**config.mk**
```make
export PLATFORM = sky130hd
export DESIGN_NAME = rtc_cmd_engine_flat
export DESIGN_NICKNAME = d
export VERILOG_FILES = /design/src/rtl/rtc_cmd_if.sv /design/src/rtl/rtc_cmd_engine.sv /design/src/flat_wrapper.sv
export SDC_FILE = /design/constraint.sdc
export NUM_CORES = 1
export LEC_CHECK = 0
export ABC_AREA = 1
export ABC_CLOCK_PERIOD_IN_PS = 2900
export CORE_MARGIN = 4
export CORE_UTILIZATION = 40
export CTS_BUF_LIST = sky130_fd_sc_hd__clkbuf_4 sky130_fd_sc_hd__clkbuf_8 sky130_fd_sc_hd__clkbuf_16
export DETAILED_ROUTE_END_ITERATION = 8
export GPL_TIMING_DRIVEN = 0
export PLACE_DENSITY = 0.59
export SYNTH_ARGS = -nofsm -noshare
export SYNTH_HDL_FRONTEND = slang
export SYNTH_SLANG_ARGS = --single-unit
```
**constraint.sdc**
```tcl
create_clock -name clk -period 2.9 [get_ports clk]
set_input_delay 0.29 -clock clk [delete_from_list [all_inputs] [get_ports clk]]
set_output_delay 0.29 -clock clk [all_outputs]
set_load 0.01 [all_outputs]
```
**src/rtl/rtc_cmd_if.sv**
```systemverilog
// Byte-stream link between spi_slave (master side) and rtc_cmd_engine (slave side).
interface rtc_cmd_if;
  logic       sel;
  logic [7:0] rx_data;
  logic       rx_dv;
  logic [7:0] tx_data;
  logic       tx_we;
  logic       tx_halt;

  modport master (output sel, rx_data, rx_dv, tx_halt, input tx_data, tx_we);
  modport slave  (input sel, rx_data, rx_dv, tx_halt, output tx_data, tx_we);
endinterface

```
**src/rtl/rtc_cmd_engine.sv**
```systemverilog
// Epoch counter with alarm compare channels and a byte-stream command decoder.
// Every received byte (while sel is high) queues exactly one response byte.
module rtc_cmd_engine #(
  parameter int unsigned EPOCH_WIDTH = 64,
  parameter int unsigned N_ALARMS    = 4,
  parameter logic [7:0]  WRCMD       = 8'h01,
  parameter logic [7:0]  RDCMD       = 8'h02,
  parameter logic [7:0]  STCMD       = 8'h03,
  parameter logic [7:0]  ENCMD       = 8'h04
) (
  input  logic                   clk,
  input  logic                   rst,
  rtc_cmd_if.slave               bus,
  input  logic                   one_hz,
  input  logic                   count_en,
  output logic [EPOCH_WIDTH-1:0] epoch,
  output logic [N_ALARMS-1:0]    alarm_flag,
  output logic                   irq
);
  localparam int unsigned NB    = EPOCH_WIDTH / 8;
  localparam int unsigned CNT_W = $clog2(NB + 1);

  typedef enum logic [2:0] {IDLE, GET_IDX, WR_DATA, RD_DATA, EN_DATA, DONE} state_t;

  state_t                 state_q, state_d;
  logic                   is_wr_q, is_wr_d;
  logic [7:0]             idx_q, idx_d;
  logic [CNT_W-1:0]       cnt_q, cnt_d;
  logic [EPOCH_WIDTH-1:0] shadow_q, shadow_d;
  logic [EPOCH_WIDTH-1:0] epoch_q, epoch_d;
  logic [EPOCH_WIDTH-1:0] alarm_q [N_ALARMS];
  logic [EPOCH_WIDTH-1:0] alarm_d [N_ALARMS];
  logic [N_ALARMS-1:0]    mask_q, mask_d;
  logic [N_ALARMS-1:0]    flag_q, flag_d;
  logic                   chg_q, chg_d;
  logic                   irq_q, irq_d;
  logic [7:0]             tx_data_q, tx_data_d;
  logic                   pend_q, pend_d;

  logic [EPOCH_WIDTH-1:0] rd_val;
  logic [EPOCH_WIDTH-1:0] wr_shift;
  logic [N_ALARMS-1:0]    set_vec;
  logic [N_ALARMS-1:0]    flag_clr;
  logic                   tick;

  assign tick     = one_hz & count_en;
  assign wr_shift = (shadow_q << 8) | EPOCH_WIDTH'(bus.rx_data);

  // Register selected by the index byte currently on rx_data; invalid indices read as all ones.
  always_comb begin
    rd_val = '1;
    if (bus.rx_data == 8'h00) rd_val = epoch_q;
    for (int i = 0; i < int'(N_ALARMS); i++) begin
      if (bus.rx_data == 8'(i + 1)) rd_val = alarm_q[i];
    end
  end

  // Alarm match, evaluated only in the cycle after the epoch was ticked or loaded.
  always_comb begin
    set_vec = '0;
    for (int i = 0; i < int'(N_ALARMS); i++) begin
      set_vec[i] = chg_q & mask_q[i] & (alarm_q[i] == epoch_q);
    end
  end

  // Next-state logic: command decoding, counter update, flag and tx bookkeeping.
  always_comb begin
    state_d   = state_q;
    is_wr_d   = is_wr_q;
    idx_d     = idx_q;
    cnt_d     = cnt_q;
    shadow_d  = shadow_q;
    epoch_d   = epoch_q;
    for (int i = 0; i < int'(N_ALARMS); i++) alarm_d[i] = alarm_q[i];
    mask_d    = mask_q;
    tx_data_d = tx_data_q;
    // A pending byte stays pending only while the shifter is busy.
    pend_d    = pend_q & bus.tx_halt;
    flag_clr  = '0;
    chg_d     = tick;

    if (tick) epoch_d = epoch_q + EPOCH_WIDTH'(1);

    if (!bus.sel) begin
      // Frame ended or aborted: uncommitted write data is simply dropped.
      state_d = IDLE;
    end else if (bus.rx_dv) begin
      tx_data_d = 8'h00;
      pend_d    = 1'b1;
      unique case (state_q)
        IDLE: begin
          if (bus.rx_data == WRCMD) begin
            is_wr_d = 1'b1;
            state_d = GET_IDX;
          end else if (bus.rx_data == RDCMD) begin
            is_wr_d = 1'b0;
            state_d = GET_IDX;
          end else if (bus.rx_data == ENCMD) begin
            state_d = EN_DATA;
          end else if (bus.rx_data == STCMD) begin
            tx_data_d = 8'(flag_q);
            flag_clr  = flag_q;
            state_d   = DONE;
          end
        end
        GET_IDX: begin
          idx_d = bus.rx_data;
          if (is_wr_q) begin
            cnt_d   = '0;
            state_d = WR_DATA;
          end else begin
            // Whole register captured at once so later ticks cannot tear the read.
            tx_data_d = rd_val[EPOCH_WIDTH-1 -: 8];
            shadow_d  = rd_val << 8;
            cnt_d     = CNT_W'(1);
            state_d   = (NB == 1) ? DONE : RD_DATA;
          end
        end
        WR_DATA: begin
          shadow_d = wr_shift;
          cnt_d    = cnt_q + CNT_W'(1);
          if (cnt_q == CNT_W'(NB - 1)) begin
            // A load overrides a same-cycle tick.
            if (idx_q == 8'h00) begin
              epoch_d = wr_shift;
              chg_d   = 1'b1;
            end
            for (int i = 0; i < int'(N_ALARMS); i++) begin
              if (idx_q == 8'(i + 1)) alarm_d[i] = wr_shift;
            end
            state_d = DONE;
          end
        end
        RD_DATA: begin
          tx_data_d = shadow_q[EPOCH_WIDTH-1 -: 8];
          shadow_d  = shadow_q << 8;
          cnt_d     = cnt_q + CNT_W'(1);
          if (cnt_q == CNT_W'(NB - 1)) state_d = DONE;
        end
        EN_DATA: begin
          mask_d  = bus.rx_data[N_ALARMS-1:0];
          state_d = DONE;
        end
        DONE: begin
        end
        default: state_d = IDLE;
      endcase
    end

    // Only flags sampled by the status read clear; a flag setting now survives.
    flag_d = (flag_q & ~flag_clr) | set_vec;
    irq_d  = |flag_q;
  end

  // State register for the FSM, counter, alarms and tx holding register.
  always_ff @(posedge clk) begin
    if (rst) begin
      state_q   <= IDLE;
      is_wr_q   <= 1'b0;
      idx_q     <= 8'h00;
      cnt_q     <= '0;
      shadow_q  <= '0;
      epoch_q   <= '0;
      for (int i = 0; i < int'(N_ALARMS); i++) alarm_q[i] <= '0;
      mask_q    <= '0;
      flag_q    <= '0;
      chg_q     <= 1'b0;
      irq_q     <= 1'b0;
      tx_data_q <= 8'h00;
      pend_q    <= 1'b0;
    end else begin
      state_q   <= state_d;
      is_wr_q   <= is_wr_d;
      idx_q     <= idx_d;
      cnt_q     <= cnt_d;
      shadow_q  <= shadow_d;
      epoch_q   <= epoch_d;
      for (int i = 0; i < int'(N_ALARMS); i++) alarm_q[i] <= alarm_d[i];
      mask_q    <= mask_d;
      flag_q    <= flag_d;
      chg_q     <= chg_d;
      irq_q     <= irq_d;
      tx_data_q <= tx_data_d;
      pend_q    <= pend_d;
    end
  end

  assign epoch       = epoch_q;
  assign alarm_flag  = flag_q;
  assign irq         = irq_q;
  assign bus.tx_data = tx_data_q;
  // Load strobe fires in the first cycle the shifter is free.
  assign bus.tx_we   = pend_q & ~bus.tx_halt;
endmodule

```
**src/flat_wrapper.sv**
```systemverilog
// flat-port wrapper written by rule: the top's interface ports become plain ports
module rtc_cmd_engine_flat 
#(
  parameter int unsigned EPOCH_WIDTH = 64,
  parameter int unsigned N_ALARMS    = 4,
  parameter logic [7:0]  WRCMD       = 8'h01,
  parameter logic [7:0]  RDCMD       = 8'h02,
  parameter logic [7:0]  STCMD       = 8'h03,
  parameter logic [7:0]  ENCMD       = 8'h04
)
  (clk, rst, one_hz, count_en, epoch, alarm_flag, irq, bus_sel, bus_rx_data, bus_rx_dv, bus_tx_halt, bus_tx_data, bus_tx_we);
  rtc_cmd_if bus_i ();
  input  logic clk;
  input  logic rst;
  input  logic one_hz;
  input  logic count_en;
  output logic [EPOCH_WIDTH-1:0] epoch;
  output logic [N_ALARMS-1:0] alarm_flag;
  output logic irq;
  input wire logic [$bits(bus_i.sel)-1:0] bus_sel;
  input wire logic [$bits(bus_i.rx_data)-1:0] bus_rx_data;
  input wire logic [$bits(bus_i.rx_dv)-1:0] bus_rx_dv;
  input wire logic [$bits(bus_i.tx_halt)-1:0] bus_tx_halt;
  output wire logic [$bits(bus_i.tx_data)-1:0] bus_tx_data;
  output wire logic [$bits(bus_i.tx_we)-1:0] bus_tx_we;
  assign bus_i.sel = bus_sel;
  assign bus_i.rx_data = bus_rx_data;
  assign bus_i.rx_dv = bus_rx_dv;
  assign bus_i.tx_halt = bus_tx_halt;
  assign bus_tx_data = bus_i.tx_data;
  assign bus_tx_we = bus_i.tx_we;
  rtc_cmd_engine #(.EPOCH_WIDTH(EPOCH_WIDTH), .N_ALARMS(N_ALARMS), .WRCMD(WRCMD), .RDCMD(RDCMD), .STCMD(STCMD), .ENCMD(ENCMD)) u_core (.clk(clk), .rst(rst), .bus(bus_i), .one_hz(one_hz), .count_en(count_en), .epoch(epoch), .alarm_flag(alarm_flag), .irq(irq));
endmodule
```
After elaboration in Yosys (flattened, before gate mapping)
Memory sizes are Yosys's and may differ from the RTL's.
Index checks and enable logic that the tools add are counted.

operators by class
  add/subtract/negate cells = 2
  eq/ne operators = 21
  muxes and demuxes = 59
  bitwise operators = 22
  reduce and logical (&&, ||, !) cells = 16

operators with widths
  operator               number
  $mux 64                20
  $mux 256               4
  $eq 64x64->1           4
  $pmux 64 s3            1
  $add 64x1->64 const B  1
  $or 64x8->64           1
  $eq 8x2->1 const B     4
  $mux 4                 8
  $mux 8                 4
  $pmux 8 s3             1
  $eq 8x1->1 const B     2
  $eq 8x3->1 const B     2
  $logic_not 8->1        2
  $mux 3                 5
  $pmux 3 s5             1
  $mux 1                 14
  $reduce_and 4->1       3
  $and 1x1->1            11
  $reduce_and 3->1       3
  $pmux 4 s2             1
  $eq 3x2->1 const B     2
  $eq 3x3->1 const B     2
  $ne 5x1->1 const B     1
  $add 4x1->4 const B    1
  other kinds (15)       22

storage, ports and cells
  flip-flop bits (word level) = 163
  RAM bits = 256
  input bits = 15
  output and inout port bits = 78
  word-level logic and storage cells = 133
  memories = 1

memory list
  memory          depth  width  rd ports  clocked after Yosys merged registers in  write ports  line                  RTL
  u_core.alarm_q  4      64     4         0                                        4            rtc_cmd_engine.sv:31  logic [EPOCH_WIDTH-1:0] alarm_q [N_ALARMS];

Depth between registers and ports, before layout
Gate-level depths: netlist of the first run.

  word-level depth = 11
  depth in mapped cells = 13
  depth with buffers taken out = 13

Worst setup path after synthesis of the first run
Ideal clock, no wire load.

  path kind = register -> register
  start = register u_core.epoch_q[0], in the netlist u_core.epoch[0]
  end = register u_core.epoch_q[48], in the netlist u_core.epoch[48]
  library setup time = 110 ps
  arrival = 1684 ps
  data required time = 2790 ps
  slack = 1106 ps
  cell stages (with the launch flop) = 13
  buffers on the path = 0
  period minus slack after synthesis = 1794 ps
  cell sequence = dfxtp_1 > ha_1 > nand3_1 > nor2_2 > nand2_1 > nor2_2 > nand2_1 > nor2_2 > nand2_1 > nand2_1 > nand3_1 > nand3_1 > inv_1

between the ends
  word-level cells in the longest chain between the ends = 7

ends and longest elaborated chain
  item                    line                   RTL
  from (decl)             rtc_cmd_engine.sv:30   logic [EPOCH_WIDTH-1:0] epoch_q, epoch_d;
  from (signal assigned)  rtc_cmd_engine.sv:177  epoch_q <= epoch_d;
  $add 64x1->64 *         rtc_cmd_engine.sv:82   if (tick) epoch_d = epoch_q + EPOCH_WIDTH'(1);
  $mux 64 *               rtc_cmd_engine.sv:82
  $mux 64                 rtc_cmd_engine.sv:124  if (idx_q == 8'h00) begin
  $mux 64                 rtc_cmd_engine.sv:122  if (cnt_q == CNT_W'(NB - 1)) begin
  $mux 64                 rtc_cmd_engine.sv:90   unique case (state_q)
  $mux 64                 rtc_cmd_engine.sv:87   end else if (bus.rx_dv) begin
  $mux 64 *               rtc_cmd_engine.sv:84   if (!bus.sel) begin

Mark *: on every way between the ends. The rest lies on a longest branch, timed or not.
A chain may end at the register's enable or synchronous reset.

Worst setup path in the final report of the first run
  start = register u_core.epoch_q[34], in the netlist u_core.epoch[34]
  end = register u_core.epoch_q[47], in the netlist u_core.epoch[47]

The elaborated chain is that of the path after synthesis.

==> metrics.md, run 1 <==
| Metric | Value |
|---|---|
| Post-Syn Area per Cell | between 6 and 7 µm² |
| Clk slew on worst S/H paths | 0.07 ns |
| Gate power share | 0.039 |
| Post-synth EDFFs | 0 |
| Post-layout net count | 4048 |
| Filler cells | around 6600 |
| Wire per inst | about 32 µm |
| First-pass GRT wire length | 209000 µm |
| Cell Count, Final, Fillers Out | just under 5000 |
| Sequential fraction of design power | 0.443 |
| Worst slew margin | 0.0604 |
| Outcome | finished, violations left |
| Storage element area | approximately 0.0084 mm² |
| Top cells by area, synth | dfxtp_1 34%, nand2_1 16%, o21ai_0 9.1%, a21oi_1 9.1%, inv_1 6.7% |
| Row count | 90 |
| Largest net degree at the start of global routing | 14 |
| Hold WC Path Type | in2reg |
| Multi-input gate area | 0.0131 mm² |
| Max clock buf depth | 3 |
| Initial DRC count | 4516 |
| Setup crit end kind | flip-flop |
| Global-route usage over all layers | 0.460 |
| ANT nets after route | 0 |
| Worst path depth | 11 |
| Net Sw Frac | 0.254 |
| Unrepaired setup endpoints after global routing | no |
| Worst skew pair latency | 0.64 ns |
| Crit path time final | 2.95 ns |
| Top delay family on crit path | simple AND/OR/NAND/NOR gates |
| Hold_ws | about 0.1 ns |
| Worst setup path end | u_core.epoch[47]$_SDFF_PP0_ |
| Vias per cell | ~6.0 |
| Max-cap viol count | 0 |
| Sink Count | roughly 420 |
| Failing checks | setup timing |
| Final worst slack | -0.0515 ns |
| Static Leak | 11.6 nW |
| Slowest stage delay, CP | between 0.4 and 0.5 ns |
| Synthesized cell area | 0.0244 mm² |
| Critical path fanouts, max | 6 |
| Num CTS Buffers | just over 50 |
| Die Ht | approximately 250 µm |
| PwrDens | 464 mW/mm² |
| Commonest cells in the netlist | 1025 x nand2_1, 445 x o21ai_0, 442 x a21oi_1 |
| Arr. time, crit path | between 3 and 4 ns |
| FF-to-FF End | u_core.epoch[47]$_SDFF_PP0_ |
| DRC viols | 0 |
| Crit. Startpoint | u_core.epoch[34]$_SDFF_PP0_ |
| Slowest library cell on the worst path | dfxtp_1 |
| Core area | slightly above 0.06 mm² |
| Die Wd | 255 µm |
| Share of post-route cells with drive strength above 1 | 0.0815 |
| Starting Density | 0.404 |
| Post-synth top flop | dfxtp_1 |
| Port Buf Inserts | 90 |
| CTS tree | built |
| Die Area | roughly 0.065 mm² |
| Total gr overflow | 0 |
| Worst Max-Slew Pin Slew | between 1 and 1.5 ns |
| Synthesized Nets | between 3000 and 4000 |
| Yosys Warn Count | 0 |
| Internal power | 0.00973 W |
| Crit Path Class | reg2reg |
| Worst endpoint required time | 3.46 ns |
| Peak VDD IR | just over 0.0004 V |
| RePlAce Congestion | 1.08 |
| CP startpoint kind | flip-flop |
| TritonRoute pass-1 iters | 6 |
| Number of global-route vias before repair | 26500 |
| Slew Viols, Final | 0 |
| Seq/Total Area, Yosys | 0.344 |
| Most frequent cell after synthesis | nand2_1 |
| Async S/R FF share, synth | 0 |
| Psw | approximately 0.0033 W |
| CP bufs+invs | 3 |
| Synth top area share | 0.344 |
| Post-Synthesis Cells | approximately 3900 |
| R2R Setup Slk | -0.05 ns |
| Final period utilization | 1.02 |
| Worst flop-to-flop path startpoint | u_core.epoch[34]$_SDFF_PP0_ |
| Initial antenna violation count | 4 |
| Final WL | roughly 150000 µm |
| Routed vias | 29300 |
| Largest area contributor in the netlist | dfxtp_1 |
| CP Cell Sequence | clkbuf_2 -> nand2_1 -> nor2_1 -> inv_1 -> nor2_2 -> nand3_2 -> nor2_2 -> nand2_1 -> nand3_1 -> nand3_1 -> inv_1 |
| Placed instance count | about 4800 |
| DP HPWL | approximately 120000 µm |
| Synth-to-layout area growth | 15.3% |
| Final setup violation count | 2 |
| Clock share of power | 0.517 |
| Yosys cell types | 46 |
| Final design utilization | 0.466 |
| Final hold violation count | 0 |
| Clk root buf | clkbuf_16 |
| R2r worst-path depth | 11 |
| # H-tree levels | 2 |
| Maximum clock rate | between 0.3 and 0.4 GHz |
| FF+latch count, synth | approximately 420 |
| Top Ports | between 90 and 100 |
| Max Clock Skew | ~0.040 ns |
[sequential cells by signal, summed over array words and instances, names as in the netlist]
name / count
u_core.cnt_q: 4
u_core.is_wr_q: 1
u_core.epoch: 64
u_core.shadow_q: 64
u_core.chg_q: 1
u_core.idx_q: 8
u_core.alarm_q: 256
u_core.alarm_flag: 4
u_core.irq: 1
u_core.state_q: 3
u_core.bus.tx_data: 8
u_core.pend_q: 1
u_core.mask_q: 4
[worst reg2reg max path, stage by stage, from the launching register on]
cell	delay [ns]
dfxtp_1	0.45
clkbuf_2	0.36
nand2_1	0.23
nor2_1	0.32
inv_1	0.21
nor2_2	0.35
nand3_2	0.30
nor2_2	0.29
nand2_1	0.08
nand3_1	0.09
nand3_1	0.11
inv_1	0.08
[power by group through the flow]
stage,logic [W],clock network (W),registers (W)
finish,0.000513,0.00675,0.00578
global route,0.000526,0.00693,0.00578
CTS,0.000481,0.00669,0.00578
detailed placement,0.000480,0,0.00591
global placement,0.000479,0,0.00591
floorplan,0.000248,0,0.00590
[how the worst min path moves through the flow]
stage / startpoint / endpoint / cells past startpoint
2_1_floorplan: u_core.mask_q[1]$_SDFFE_PP0P_ / u_core.mask_q[1]$_SDFFE_PP0P_ / 2
3_3_place_gp: u_core.mask_q[2]$_SDFFE_PP0P_ / u_core.mask_q[2]$_SDFFE_PP0P_ / 2
3_5_place_dp: u_core.mask_q[3]$_SDFFE_PP0P_ / u_core.mask_q[3]$_SDFFE_PP0P_ / 2
4_1_cts: bus_rx_data[2] / u_core.alarm_q[2][2]$_SDFFE_PP0P_ / 3
5_1_grt: bus_rx_data[2] / u_core.alarm_q[2][2]$_SDFFE_PP0P_ / 3
6_report: bus_rx_data[2] / u_core.alarm_q[2][2]$_SDFFE_PP0P_ / 3
[routing by layer]
metal / track usage / share of wire / routed length (µm)
met5: 0 / 0 / 0
met2: 0.638 / 0.39 / 60200
met1: 0.611 / 0.39 / 60100
met3: 0.150 / 0.13 / 20800
met4: 0.301 / 0.082 / 12700
[final cells by class]
class | instances | area share
Clock buffer | 75 | 0.0548
Timing Repair Buffer | 94 | 0.0338
Inverter | 451 | 0.0604
Tap cell | 782 | 0.0348
Sequential cell | 419 | 0.298
Clock inverter | 19 | 0.00578
Buffer | 235 | 0.0451
Multi-Input combinational cell | 2779 | 0.466
Antenna cell | 8 | 0.000712
[repair_timing]
action | CTS | global route
cloned | 0 | 0
pin swaps | 0 | 2
setup buffers | 0 | 3
hold buffers | 0 | 0
gates resized for setup | 9 | 15
endpoints found under the setup margin | 17 | 25
[placed cells by master, fill, tap and decap left out, types with 25 or more instances in the layout]
master           count
nand4_1             37
clkbuf_16           52
xnor2_1             42
clkbuf_1            75
xor2_1              50
o22ai_1             25
nand3_1            216
buf_4               29
o21ai_1             56
o21ai_0            445
inv_1              431
a21oi_1            442
dfxtp_1            417
nor2_1             298
buf_2               93
clkdlybuf4s50_1     90
nand2_1           1025
nor3_1              27
[logic make-up after synthesis]
logic type	after synthesis	share of synthesized area
DFF	419	0.344
buffers and inverters	686	0.121
and+or+nand+nor	1675	0.287
AOI/OAI and AO/OA	1009	0.213
xor gates and xnor gates	93	0.0334
adders and majority gates	2	0.00103
[through the flow]
step	setup WS [ns]	setup TNS, ns	total power [W]	cell area [µm²]
6_report	-0.0515	-0.0580	0.0130	28100
5_1_grt	0.00869	0	0.0132	28100
4_1_cts	0.00161	0	0.0130	28000
3_5_place_dp	-0.590	-15.13	0.00639	26300
3_3_place_gp	-0.653	-23.76	0.00639	26300
2_1_floorplan	1.11	0	0.00615	24400
Power figures use the tool's default switching activity.
==> run 2: changes to the inputs <==
- GPL_TIMING_DRIVEN: 0 -> not set
- MAX_ROUTING_LAYER: not set -> met4
==> run 2 against run 1 <==
Against the previous run: the run now ends clean; clock skew down 0.010 ns; global-route usage down 7.4 points; register-to-register slack better by 0.38 ns; die area unchanged; sequential cell count unchanged; worst setup slack better by 0.38 ns; fmax up 15%; sequential share of layout area up 0.068 points; critical endpoint is now u_core.alarm_flag[2]$_SDFF_PP0_.
==> metrics.md, run 2 (synthesis results as in run 1) <==
| Metric | Value |
|---|---|
| Starting Density | 0.404 |
| Worst flop-to-flop path startpoint | u_core.epoch[40]$_SDFF_PP0_ |
| Worst Max-Slew Pin Slew | 0.953 ns |
| Final design utilization | 0.465 |
| Maximum clock rate | 0.389 GHz |
| Die Ht | approximately 250 µm |
| CTS tree | built |
| Peak VDD IR | between 0.0004 and 0.0005 V |
| Unrepaired setup endpoints after global routing | no |
| Row count | 90 |
| Synth-to-layout area growth | 15.0% |
| RePlAce Congestion | 1.07 |
| Final TNS setup | 0 ns |
| # hold bufs at CTS | 0 |
| Max reg flops | 256 |
| Hold WC Path Type | in2reg |
| Die Area | 0.0650 mm² |
| Setup crit end kind | flip-flop |
| # H-tree levels | 2 |
| Share of post-route cells with drive strength above 1 | 0.0732 |
| Final period utilization | 0.885 |
| Crit path time final | about 2.6 ns |
| Sink Count | ~420 |
| Num CTS Buffers | 51 |
| Slew Viols, Final | 0 |
| Clk slew on worst S/H paths | ~0.06 ns |
| Global-route usage over all layers | 0.386 |
| Cts repair resizes | 0 |
| Static Leak | approximately 12 nW |
| Hold Crit Start | rst |
| Routed vias | 27800 |
| Final hold violation count | 0 |
| Clk root buf | clkbuf_16 |
| Worst endpoint required time | roughly 3.5 ns |
| Total gr overflow | 0 |
| TritonRoute pass-1 iters | 6 |
| Post-layout net count | between 3000 and 4000 |
| Design area | 0.0281 mm² |
| Port Buf Inserts | 92 |
| Most frequent cells in the layout | 1025 x nand2_1, 445 x o21ai_0, 442 x a21oi_1 |
| Die Wd | between 200 and 300 µm |
| Core area | approximately 0.060 mm² |
| Crit. Startpoint | u_core.epoch[40]$_SDFF_PP0_ |
| Initial antenna violation count | 3 |
| Max clock buf depth | 3 |
| Register bank with the most flops | u_core.alarm_q |
| Final worst slack | roughly 0.33 ns |
| Hold_ws | 0.0808 ns |
| First-pass GRT wire length | approximately 180000 µm |
| Worst skew pair latency | around 0.64 ns |
| Post-place setup slack | ~0.38 ns |
| CP startpoint kind | flip-flop |
| Worst slew margin | 0.365 |
| Final WL | about 130000 µm |
| Most common cell after layout, fill and taps aside | nand2_1 |
| Outcome | finished, final reports clean |
| Largest net degree at the start of global routing | roughly 110 |
| Placed inst area | 0.0263 mm² |
| Top Ports | 93 |
| Max Clock Skew | between 0.02 and 0.03 ns |
| Wire per inst | roughly 26 µm |
| Number of global-route vias before repair | ~25000 |
| Vias per cell | 5.85 |
| ANT nets after route | 0 |
| Initial DRC count | just over 4000 |
| Max-cap viol count | 0 |
| Crit Path Class | reg2reg |
| Final setup violation count | 0 |
| PwrDens | roughly 470 mW/mm² |
| Post-CTS setup buffer count | 0 |
| DRC viols | 0 |
| Critical path fanouts, max | 11 |
| Arr. time, crit path | 3.13 ns |
| DP HPWL | roughly 90000 µm |
## run 2: metal layers
metal  GRT usage  routed length [µm]  share of wire
met1       0.519               50700           0.40
met2       0.557               52300           0.42
met3      0.0689               14500           0.12
met4       0.199                8090          0.064
met5           -                   0              0
## run 2: worst max-delay path, stage by stage (launching register included)
cell and delay, ns:
dfxtp_1 0.77, o21ai_0 0.52, nor2_1 0.20, nand2_1 0.10
nor2_1 0.19, nand2_1 0.09, nor2_1 0.13, nand3_1 0.28
a21oi_1 0.22
## run 2: final timing paths
| kind | slack [ns] | cells after the start | to |
|---|---|---|---|
| min | 0.08 | 2 | u_core.mask_q[0]$_SDFFE_PP0P_ |
| max | 0.33 | 8 | u_core.alarm_flag[2]$_SDFF_PP0_ |
| min reg2reg | 0.46 | 2 | u_core.mask_q[1]$_SDFFE_PP0P_ |
| max reg2reg | 0.33 | 8 | u_core.alarm_flag[2]$_SDFF_PP0_ |
## run 2: area by class of cell
type,instances,area [µm²]
clock buffers,73,1520
repair buffers,222,2160
inverters,451,1710
well taps,782,978
diodes,1,2.50
clock inverters,16,245
multi-input cells,2779,13100
fillers,6563,32300
flip-flops and latches,419,8390
## run 2: power by group
group / switching, W / internal (W)
registers: 0.0000147 / 0.00576
logic: 0.000313 / 0.000120
clock network: 0.00280 / 0.00408
total: 0.00313 / 0.00996
## run 2: metrics by stage
stage	cells	total power (W)
6_report	4743	0.0131
5_1_grt	4743	0.0133
4_1_cts	4742	0.0131
3_5_place_dp	4653	0.00632
3_3_place_gp	4653	0.00632
2_1_floorplan	3884	0.00615
